$ cat config.mk
export PLATFORM = sky130hd
export DESIGN_NAME = sqrt_seq_flat
export DESIGN_NICKNAME = d
export VERILOG_FILES = /design/src/rtl/sqrt_pkg.sv /design/src/rtl/sqrt_seq_if.sv /design/src/rtl/sqrt_step.sv /design/src/rtl/sqrt_seq.sv /design/src/flat_wrapper.sv
export SDC_FILE = /design/constraint.sdc
export NUM_CORES = 1
export LEC_CHECK = 0
export ABC_AREA = 1
export CAP_MARGIN = 15
export CELL_PAD_IN_SITES_DETAIL_PLACEMENT = 0
export CELL_PAD_IN_SITES_GLOBAL_PLACEMENT = 1
export CORE_UTILIZATION = 45
export DETAILED_ROUTE_END_ITERATION = 6
export PLACE_DENSITY = 0.95
export SLEW_MARGIN = 30
export SYNTH_ARGS = -nofsm -noshare
export SYNTH_HDL_FRONTEND = slang
export SYNTH_HIERARCHICAL = 1
export SYNTH_SLANG_ARGS = --single-unit
$ cat constraint.sdc
create_clock -name clk -period 6.1 [get_ports clk]
set_input_delay 0.915 -clock clk [delete_from_list [all_inputs] [get_ports clk]]
set_output_delay 0.915 -clock clk [all_outputs]
set_load 0.1 [all_outputs]
$ cat src/rtl/sqrt_pkg.sv
// ============================================================================
// Module      : sqrt_pkg
// Description : Shared state encoding and parameter check for sqrt_seq.
// Revision    : 1.0 - initial release
// ============================================================================
`default_nettype none

package sqrt_pkg;

    typedef enum logic [1:0] {
        IDLE = 2'd0,
        CALC = 2'd1,
        DONE = 2'd2
    } sqrt_state_t;

    // The operand is consumed two bits at a time, so it must be an even width.
    function automatic bit width_ok(input int width);
        return (width >= 4) && ((width % 2) == 0);
    endfunction

endpackage

`default_nettype wire

$ cat src/rtl/sqrt_seq_if.sv
// ============================================================================
// Module      : sqrt_seq_if
// Description : Operand/result handshake bundle for sqrt_seq.
// Revision    : 1.0 - initial release
// ============================================================================
`default_nettype none

interface sqrt_seq_if #(
    parameter int WIDTH = 16
);
    localparam int RW = WIDTH / 2;

    logic            in_valid;
    logic            in_ready;
    logic [WIDTH-1:0] num;
    logic            round_en;
    logic            out_valid;
    logic            out_ready;
    logic [RW-1:0]   root;
    logic [RW:0]     rem;
    logic            busy;

    modport master (
        output in_valid, num, round_en, out_ready,
        input  in_ready, out_valid, root, rem, busy
    );

    modport slave (
        input  in_valid, num, round_en, out_ready,
        output in_ready, out_valid, root, rem, busy
    );

endinterface

`default_nettype wire

$ cat src/rtl/sqrt_step.sv
// ============================================================================
// Module      : sqrt_step
// Description : One combinational digit-by-digit square-root iteration.
// Revision    : 1.0 - initial release
// ============================================================================
`default_nettype none

module sqrt_step #(
    parameter int RW = 8
) (
    input  wire logic [RW+1:0] r,
    input  wire logic [RW-1:0] q,
    input  wire logic [1:0]    pair,
    output logic      [RW+1:0] r_next,
    output logic      [RW-1:0] q_next
);

    logic [RW+1:0] w_r_shift;
    logic [RW+1:0] w_trial;
    logic          w_fit;
    logic [2:0]    w_unused;

    // The dropped high bits are always zero while iterating: the partial
    // remainder never exceeds twice the partial root.
    assign w_r_shift = {r[RW-1:0], pair};
    assign w_trial   = {q, 2'b01};
    assign w_fit     = (w_r_shift >= w_trial);
    assign w_unused  = {r[RW+1:RW], q[RW-1]};

    assign r_next = w_fit ? (w_r_shift - w_trial) : w_r_shift;
    assign q_next = {q[RW-2:0], w_fit};

endmodule

`default_nettype wire

$ cat src/rtl/sqrt_seq.sv
// ============================================================================
// Module      : sqrt_seq
// Description : Multi-cycle integer square root, one root bit per clock.
// Revision    : 1.0 - initial release
// ============================================================================
`default_nettype none

module sqrt_seq
    import sqrt_pkg::*;
#(
    parameter int WIDTH = 16
) (
    input  wire logic  clk,
    input  wire logic  rst_n,
    sqrt_seq_if.slave  bus
);

    localparam int RW = WIDTH / 2;
    localparam int CW = (RW > 1) ? $clog2(RW) : 1;
    localparam logic [CW-1:0] c_cnt_init = CW'(RW - 1);

    generate
        if (!width_ok(WIDTH)) begin : g_width_check
            $error("sqrt_seq: WIDTH must be even and >= 4, got %0d", WIDTH);
        end
    endgenerate

    sqrt_state_t      r_state;
    logic [WIDTH-1:0] r_num;
    logic             r_round;
    logic [RW+1:0]    r_r;
    logic [RW-1:0]    r_q;
    logic [CW-1:0]    r_cnt;
    logic             r_in_ready;
    logic             r_out_valid;
    logic             r_busy;
    logic [RW-1:0]    r_root;
    logic [RW:0]      r_rem;

    logic [1:0]       w_pair;
    logic [RW+1:0]    w_r_next;
    logic [RW-1:0]    w_q_next;
    logic             w_round_up;
    logic [RW-1:0]    w_root_fin;

    assign w_pair = r_num[{r_cnt, 1'b0} +: 2];

    sqrt_step #(.RW(RW)) u_step (
        .r      (r_r),
        .q      (r_q),
        .pair   (w_pair),
        .r_next (w_r_next),
        .q_next (w_q_next)
    );

    // Nearest-rounding threshold: num >= q^2 + q + 1/4 reduces to rem > q.
    assign w_round_up = r_round && (w_r_next > {2'b00, w_q_next});
    assign w_root_fin = !w_round_up ? w_q_next :
                        (&w_q_next) ? w_q_next : (w_q_next + RW'(1));

    always_ff @(posedge clk or negedge rst_n) begin
        if (!rst_n) begin
            r_state     <= IDLE;
            r_num       <= '0;
            r_round     <= 1'b0;
            r_r         <= '0;
            r_q         <= '0;
            r_cnt       <= '0;
            r_in_ready  <= 1'b1;
            r_out_valid <= 1'b0;
            r_busy      <= 1'b0;
            r_root      <= '0;
            r_rem       <= '0;
        end else begin
            case (r_state)
                IDLE: begin
                    if (bus.in_valid) begin
                        r_num      <= bus.num;
                        r_round    <= bus.round_en;
                        r_r        <= '0;
                        r_q        <= '0;
                        r_cnt      <= c_cnt_init;
                        r_in_ready <= 1'b0;
                        r_busy     <= 1'b1;
                        r_state    <= CALC;
                    end
                end
                CALC: begin
                    r_r <= w_r_next;
                    r_q <= w_q_next;
                    if (r_cnt == '0) begin
                        r_rem       <= w_r_next[RW:0];
                        r_root      <= w_root_fin;
                        r_out_valid <= 1'b1;
                        r_state     <= DONE;
                    end else begin
                        r_cnt <= r_cnt - CW'(1);
                    end
                end
                DONE: begin
                    if (bus.out_ready) begin
                        r_out_valid <= 1'b0;
                        r_busy      <= 1'b0;
                        r_in_ready  <= 1'b1;
                        r_state     <= IDLE;
                    end
                end
                default: begin
                    r_state     <= IDLE;
                    r_in_ready  <= 1'b1;
                    r_out_valid <= 1'b0;
                    r_busy      <= 1'b0;
                end
            endcase
        end
    end

    assign bus.in_ready  = r_in_ready;
    assign bus.out_valid = r_out_valid;
    assign bus.busy      = r_busy;
    assign bus.root      = r_root;
    assign bus.rem       = r_rem;

endmodule

`default_nettype wire

$ cat src/flat_wrapper.sv
// flat-port wrapper written by rule: the top's interface ports become plain ports
module sqrt_seq_flat import sqrt_pkg::*;
#(
    parameter int WIDTH = 16
)
  (clk, rst_n, bus_in_valid, bus_num, bus_round_en, bus_out_ready, bus_in_ready, bus_out_valid, bus_root, bus_rem, bus_busy);
  sqrt_seq_if #(.WIDTH(WIDTH)) bus_i ();
  input  wire logic clk;
  input  wire logic rst_n;
  input wire logic [$bits(bus_i.in_valid)-1:0] bus_in_valid;
  input wire logic [$bits(bus_i.num)-1:0] bus_num;
  input wire logic [$bits(bus_i.round_en)-1:0] bus_round_en;
  input wire logic [$bits(bus_i.out_ready)-1:0] bus_out_ready;
  output wire logic [$bits(bus_i.in_ready)-1:0] bus_in_ready;
  output wire logic [$bits(bus_i.out_valid)-1:0] bus_out_valid;
  output wire logic [$bits(bus_i.root)-1:0] bus_root;
  output wire logic [$bits(bus_i.rem)-1:0] bus_rem;
  output wire logic [$bits(bus_i.busy)-1:0] bus_busy;
  assign bus_i.in_valid = bus_in_valid;
  assign bus_i.num = bus_num;
  assign bus_i.round_en = bus_round_en;
  assign bus_i.out_ready = bus_out_ready;
  assign bus_in_ready = bus_i.in_ready;
  assign bus_out_valid = bus_i.out_valid;
  assign bus_root = bus_i.root;
  assign bus_rem = bus_i.rem;
  assign bus_busy = bus_i.busy;
  sqrt_seq #(.WIDTH(WIDTH)) u_core (.clk(clk), .rst_n(rst_n), .bus(bus_i));
endmodule
==> results of run 1 <==
## metrics by stage
step,utilization (%),cells,setup slack (ns)
6_report,52.9,656,2.13
5_1_grt,52.9,656,1.69
3_3_place_gp,50.8,640,2.34
3_5_place_dp,50.8,640,2.23
4_1_cts,52.9,656,2.20
2_1_floorplan,-,517,2.83
## layer usage
layer | share of wire [%] | global-route usage [%] | up-vias
met3 | 4.1 | 4.29 | 14
met5 | 0 | 0 | -
met1 | 47 | 29.9 | 1574
met2 | 47 | 36.5 | 66
li1 | - | - | 1703
met4 | 1.5 | 6.92 | 0
## critical path, delay by kind of cell, from the launching register on
family                   cells  cell delay (ns)
AO/OA/AOI/OAI                2             0.63
adder cells (fa/ha/maj)      2             0.57
buffers and inverters        3             0.41
flip-flops                   1             0.47
AND/OR/NAND/NOR             16             1.78
## worst paths after layout
kind / cells past startpoint / slack [ns] / end / start
worst max-delay path: 23 / 2.13 / u_core/bus.root[1]$_DFFE_PN0P_ / u_core/r_cnt[0]$_DFFE_PN0P_
worst min-delay path: 2 / 0.49 / u_core/r_num[4]$_DFFE_PN0P_ / u_core/r_num[4]$_DFFE_PN0P_
worst max register to register: 23 / 2.13 / u_core/bus.root[1]$_DFFE_PN0P_ / u_core/r_cnt[0]$_DFFE_PN0P_
worst min register to register: 2 / 0.49 / u_core/r_num[4]$_DFFE_PN0P_ / u_core/r_num[4]$_DFFE_PN0P_
max in group asynchronous: 2 / 4.90 / u_core/r_r[1]$_DFFE_PN0P_ / rst_n
min in group asynchronous: 2 / 0.71 / u_core/bus.out_valid$_DFFE_PN0P_ / rst_n
## state kept, by name (all words and copies together), names as in the netlist, 2 cells and up
signal           flops
u_core/r_num        16
u_core/bus.rem       9
u_core/bus.root      8
u_core/r_q           8
u_core/r_r           8
u_core/r_cnt         3
u_core/r_state       2
## area by class of cell
class	count	area [um^2]	share of cell area, %
Clock buffer	11	141	3.25
Tap cell	105	131	3.02
Inverter	71	270	6.22
Timing Repair Buffer	41	403	9.27
Multi-Input combinational cell	365	1920	44.1
Sequential cell	58	1450	33.4
Clock inverter	5	30.0	0.691
==> results.json, run 1 <==
{
  "chipHeight_um": 94.0,
  "finalCritPeriodShare_pct": 65.0,
  "finClkSkew_ns": 0.00893,
  "htreeDepth": 3,
  "start_util_pct": 46.4,
  "worstPathCellList": "inv_2, nor2_1, o22ai_1, nor2_1, a31oi_1, inv_1, ha_1, inv_1, nand3_1, nand3_1, nand2_1, nand2_1, nand2_1, nand3_1, nand2_1, ha_1, nand2_1, nor2_4, nand4_2, nand3_1, nand2_1, nand3_1, nand2_1",
  "routed_via_density": 5.12,
  "cts_tree": "built",
  "worst_path_max_delay_cell": "dfrtp_1",
  "grt_usage_pct": 22.4,
  "setup_viol": 0,
  "hold_slack_ns": 0.486,
  "syn_nets": 559,
  "layout_common_cells": "nand2_1, inv_1, dfrtp_1",
  "postCtsSetupRepairBufs": 0,
  "wire_per_inst_um": 13.3,
  "layout_commonest_cell": "nand2_1",
  "antenna_cells": 0,
  "drt-initial-drc-count": 237,
  "die_x_um": 94.0,
  "cts_root_buf": "clkbuf_8",
  "cp-end-kind": "flop",
  "grt_max_degree": 59,
  "core.rowCount": 33,
  "drv_cap": 0,
  "io_buffers": 40,
  "synthToLayoutAreaGrowth_pct": 14.1,
  "clock_sinks": 58,
  "period_minus_slack_ns": 3.97,
  "numCtsBuffers": 9,
  "grt_pass1_vias": 3236,
  "grt_overflow": 0,
  "ctsLongestPathBuffers": 2,
  "gp_congestion": 0.889,
  "crit_type": "reg2reg",
  "setup-tns-final_ns": 0,
  "stdcell_area_mm2": 0.00435,
  "clk_latency_ns": 0.34,
  "yosysWarnings": 6,
  "hpwl_um": 6490,
  "grt_pass1_wl_um": 15200,
  "dr.pass1.iters": 4,
  "rsz0062_at_grt": "false",
  "syn_inst": 517,
  "crit_path_frequent_cell": "nand2_1",
  "start_kind": "flop",
  "drc": 0,
  "io_pins": 41,
  "layout-drive-gt1-share_pct": 11.4,
  "ctsHoldBuffers": 0,
  "antenna_found_initial": 0,
  "finalMaxSlewViolations": 0,
  "dieArea_mm2": 0.00884,
  "crit_fanout": 14,
  "worstPathRequired_ns": 6.33,
  "arrival_ns": 4.19,
  "fmax_ghz": 0.252,
  "drt-total-wl_um": 8740,
  "syn_avg_cell_area_um2": 7.37,
  "cts_resized": 0,
  "path_clk_slew_ns": 0.07,
  "hold_viol": 0,
  "status": "finished clean",
  "crit_path_max_incr_delay_ns": 0.47,
  "placed_cell_area_mm2": 0.00418,
  "core_area_mm2": 0.00822,
  "synth_area_mm2": 0.00381,
  "relSlewSlack_pct": 32.4,
  "final_nets": 588,
  "hold_class": "reg2reg",
  "antenna_left": 0,
  "num_vias": 3357,
  "worst_slew_pin_slew_ns": 1.01,
  "nFillCells": 794
}
Power of run 1 is not shown: default switching activity piles up to over one toggle a cycle in this logic, so the estimate is an artifact.
==> run 2, diff against run 1 <==
--- a/config.mk
+++ b/config.mk
@@ -9,9 +9,9 @@
 export CAP_MARGIN = 15
 export CELL_PAD_IN_SITES_DETAIL_PLACEMENT = 0
 export CELL_PAD_IN_SITES_GLOBAL_PLACEMENT = 1
-export CORE_UTILIZATION = 45
+export CORE_UTILIZATION = 42
 export DETAILED_ROUTE_END_ITERATION = 6
-export PLACE_DENSITY = 0.95
+export PLACE_DENSITY = 0.93
 export SLEW_MARGIN = 30
 export SYNTH_ARGS = -nofsm -noshare
 export SYNTH_HDL_FRONTEND = slang
==> constraint.sdc (replaced) <==
create_clock -name clk -period 3.87 [get_ports clk]
set_input_delay 0.5805 -clock clk [delete_from_list [all_inputs] [get_ports clk]]
set_output_delay 0.5805 -clock clk [all_outputs]
set_load 0.1 [all_outputs]
==> run 2 against run 1 <==
  * Critical path type unchanged
  * Worst setup slack got worse by 1.8 ns
  * Final area increased by 2.9%
  * Non-clock buffer count increased by 4
==> results.json, run 2 (same netlist as run 1, synthesis figures left out) <==
{
  "status": "finished clean",
  "dr.pass1.iters": 5,
  "die_x_um": 97.3,
  "finClkSkew_ns": 0.00558,
  "setup_viol": 0,
  "register_area_mm2": 0.00145,
  "period_minus_slack_ns": 3.53,
  "hold_class": "in2async",
  "crit_path_max_incr_delay_ns": 0.46,
  "worst_slew_pin_slew_ns": 1.00,
  "layout_common_cells": "nand2_1, inv_1, dfrtp_1",
  "ctsLongestPathBuffers": 2,
  "relSlewSlack_pct": 33.1,
  "wire_per_inst_um": 13.4,
  "cp-end-kind": "flop",
  "multi_input_area_mm2": 0.00195,
  "dpl.cell_count": 644,
  "dieArea_mm2": 0.00946,
  "numCtsBuffers": 9,
  "num_vias": 3316,
  "htreeDepth": 3,
  "antenna_left": 0,
  "worst_path_max_delay_cell": "dfrtp_2",
  "r2r_setup_slack_ns": 0.34,
  "worst_r2r_endpoint": "u_core/bus.root[6]$_DFFE_PN0P_",
  "fin_util_pct": 51.0,
  "largest-register": "u_core/r_num",
  "crit_fanout": 19,
  "cts_root_buf": "clkbuf_8",
  "fmax_ghz": 0.284,
  "grt_usage_pct": 20.0,
  "final_nets": 592,
  "hpwl_um": 6660,
  "antenna_cells": 0,
  "grt_overflow": 0,
  "routed_via_density": 5.00,
  "io_pins": 41,
  "synthToLayoutAreaGrowth_pct": 17.4,
  "ctsHoldBuffers": 0,
  "drt-initial-drc-count": 184,
  "drt-total-wl_um": 8910,
  "reg2reg_depth": 25,
  "chipHeight_um": 97.3,
  "antenna_found_initial": 0,
  "gp_congestion": 0.893,
  "clock_sinks": 58,
  "start_util_pct": 43.5,
  "io_buffers": 40,
  "start_kind": "flop",
  "nFillCells": 860,
  "largest_register_ffs": 16,
  "path_clk_slew_ns": 0.07,
  "layout-drive-gt1-share_pct": 13.0,
  "timing.rr.start": "u_core/r_cnt[0]$_DFFE_PN0P_",
  "drc": 0,
  "grt_pass1_vias": 3213,
  "finalCritPeriodShare_pct": 91.1,
  "drv_cap": 0,
  "instances_no_fill": 663,
  "clk_latency_ns": 0.34,
  "crit_path_frequent_cell": "nand2_1",
  "core_area_mm2": 0.00876,
  "worstPathRequired_ns": 4.10,
  "finalMaxSlewViolations": 0,
  "crit_type": "reg2reg",
  "startpoint": "u_core/r_cnt[0]$_DFFE_PN0P_",
  "core.rowCount": 34,
  "grt_max_degree": 36,
  "layout_commonest_cell": "nand2_1",
  "grt_pass1_wl_um": 15100,
  "hold_viol": 0,
  "arrival_ns": 3.75,
  "cts_tree": "built"
}
## run 2: cell count changes in the layout (fill, tap and decap cells not counted), moves of 2 or more
cell,delta
buf_4,+3
a31oi_1,-2
a31oi_2,+2
bufinv_16,+2
inv_1,-2
## run 2: what timing repair did
| action | in CTS | in global routing |
|---|---|---|
| setup endpoints to repair | 0 | 8 |
| resized for setup | 0 | 8 |
| hold endpoints to repair | 0 | 0 |
| setup buffers | 0 | 3 |
## run 2: stage by stage
stage                     TNS (ns)  hold slack [ns]  setup slack, ns  cell area (um^2)
after floorplan                  0            0.285            0.603              3810
after global placement           0            0.463            0.322              4190
after detailed placement         0            0.468            0.200              4190
after CTS                        0            0.297            0.172              4410
after global routing       -0.0461            0.330          -0.0259              4470
final                            0            0.282            0.344              4470
## run 2: critical path: cells and delay by family, from the launching register on
kind,cells,cell delay (ns)
AND/OR/NAND/NOR,14,1.42
flip-flops,1,0.46
adder cells (fa/ha/maj),2,0.51
AO/OA/AOI/OAI,4,0.41
buffers and inverters,5,0.60
## run 2: layout make-up
cell class | instances | area share (%)
tap | 108 | 3.02
multi-input combinational | 365 | 43.5
timing repair buffer | 45 | 9.96
clock inverter | 5 | 1.73
clock buffer | 11 | 3.16
sequential | 58 | 32.5
inverter | 71 | 6.10
## run 2: how the worst max path moves through the flow
stage	slack (ns)	to
finish	0.34	u_core/bus.root[6]$_DFFE_PN0P_
global route	-0.03	u_core/bus.root[6]$_DFFE_PN0P_
CTS	0.17	u_core/bus.root[6]$_DFFE_PN0P_
detailed placement	0.20	u_core/bus.root[6]$_DFFE_PN0P_
global placement	0.32	u_core/bus.root[6]$_DFFE_PN0P_
floorplan	0.60	u_core/bus.root[3]$_DFFE_PN0P_
## run 2: routing by layer
layer / part of all wire, % / global-route usage, % / routed length (um)
met5: 0 / 0 / 0
met4: 1.4 / 6.90 / 123
met3: 3.3 / 2.52 / 291
met2: 48 / 33.3 / 4300
met1: 47 / 26.9 / 4190
Power of run 2 is left out for the same reason.
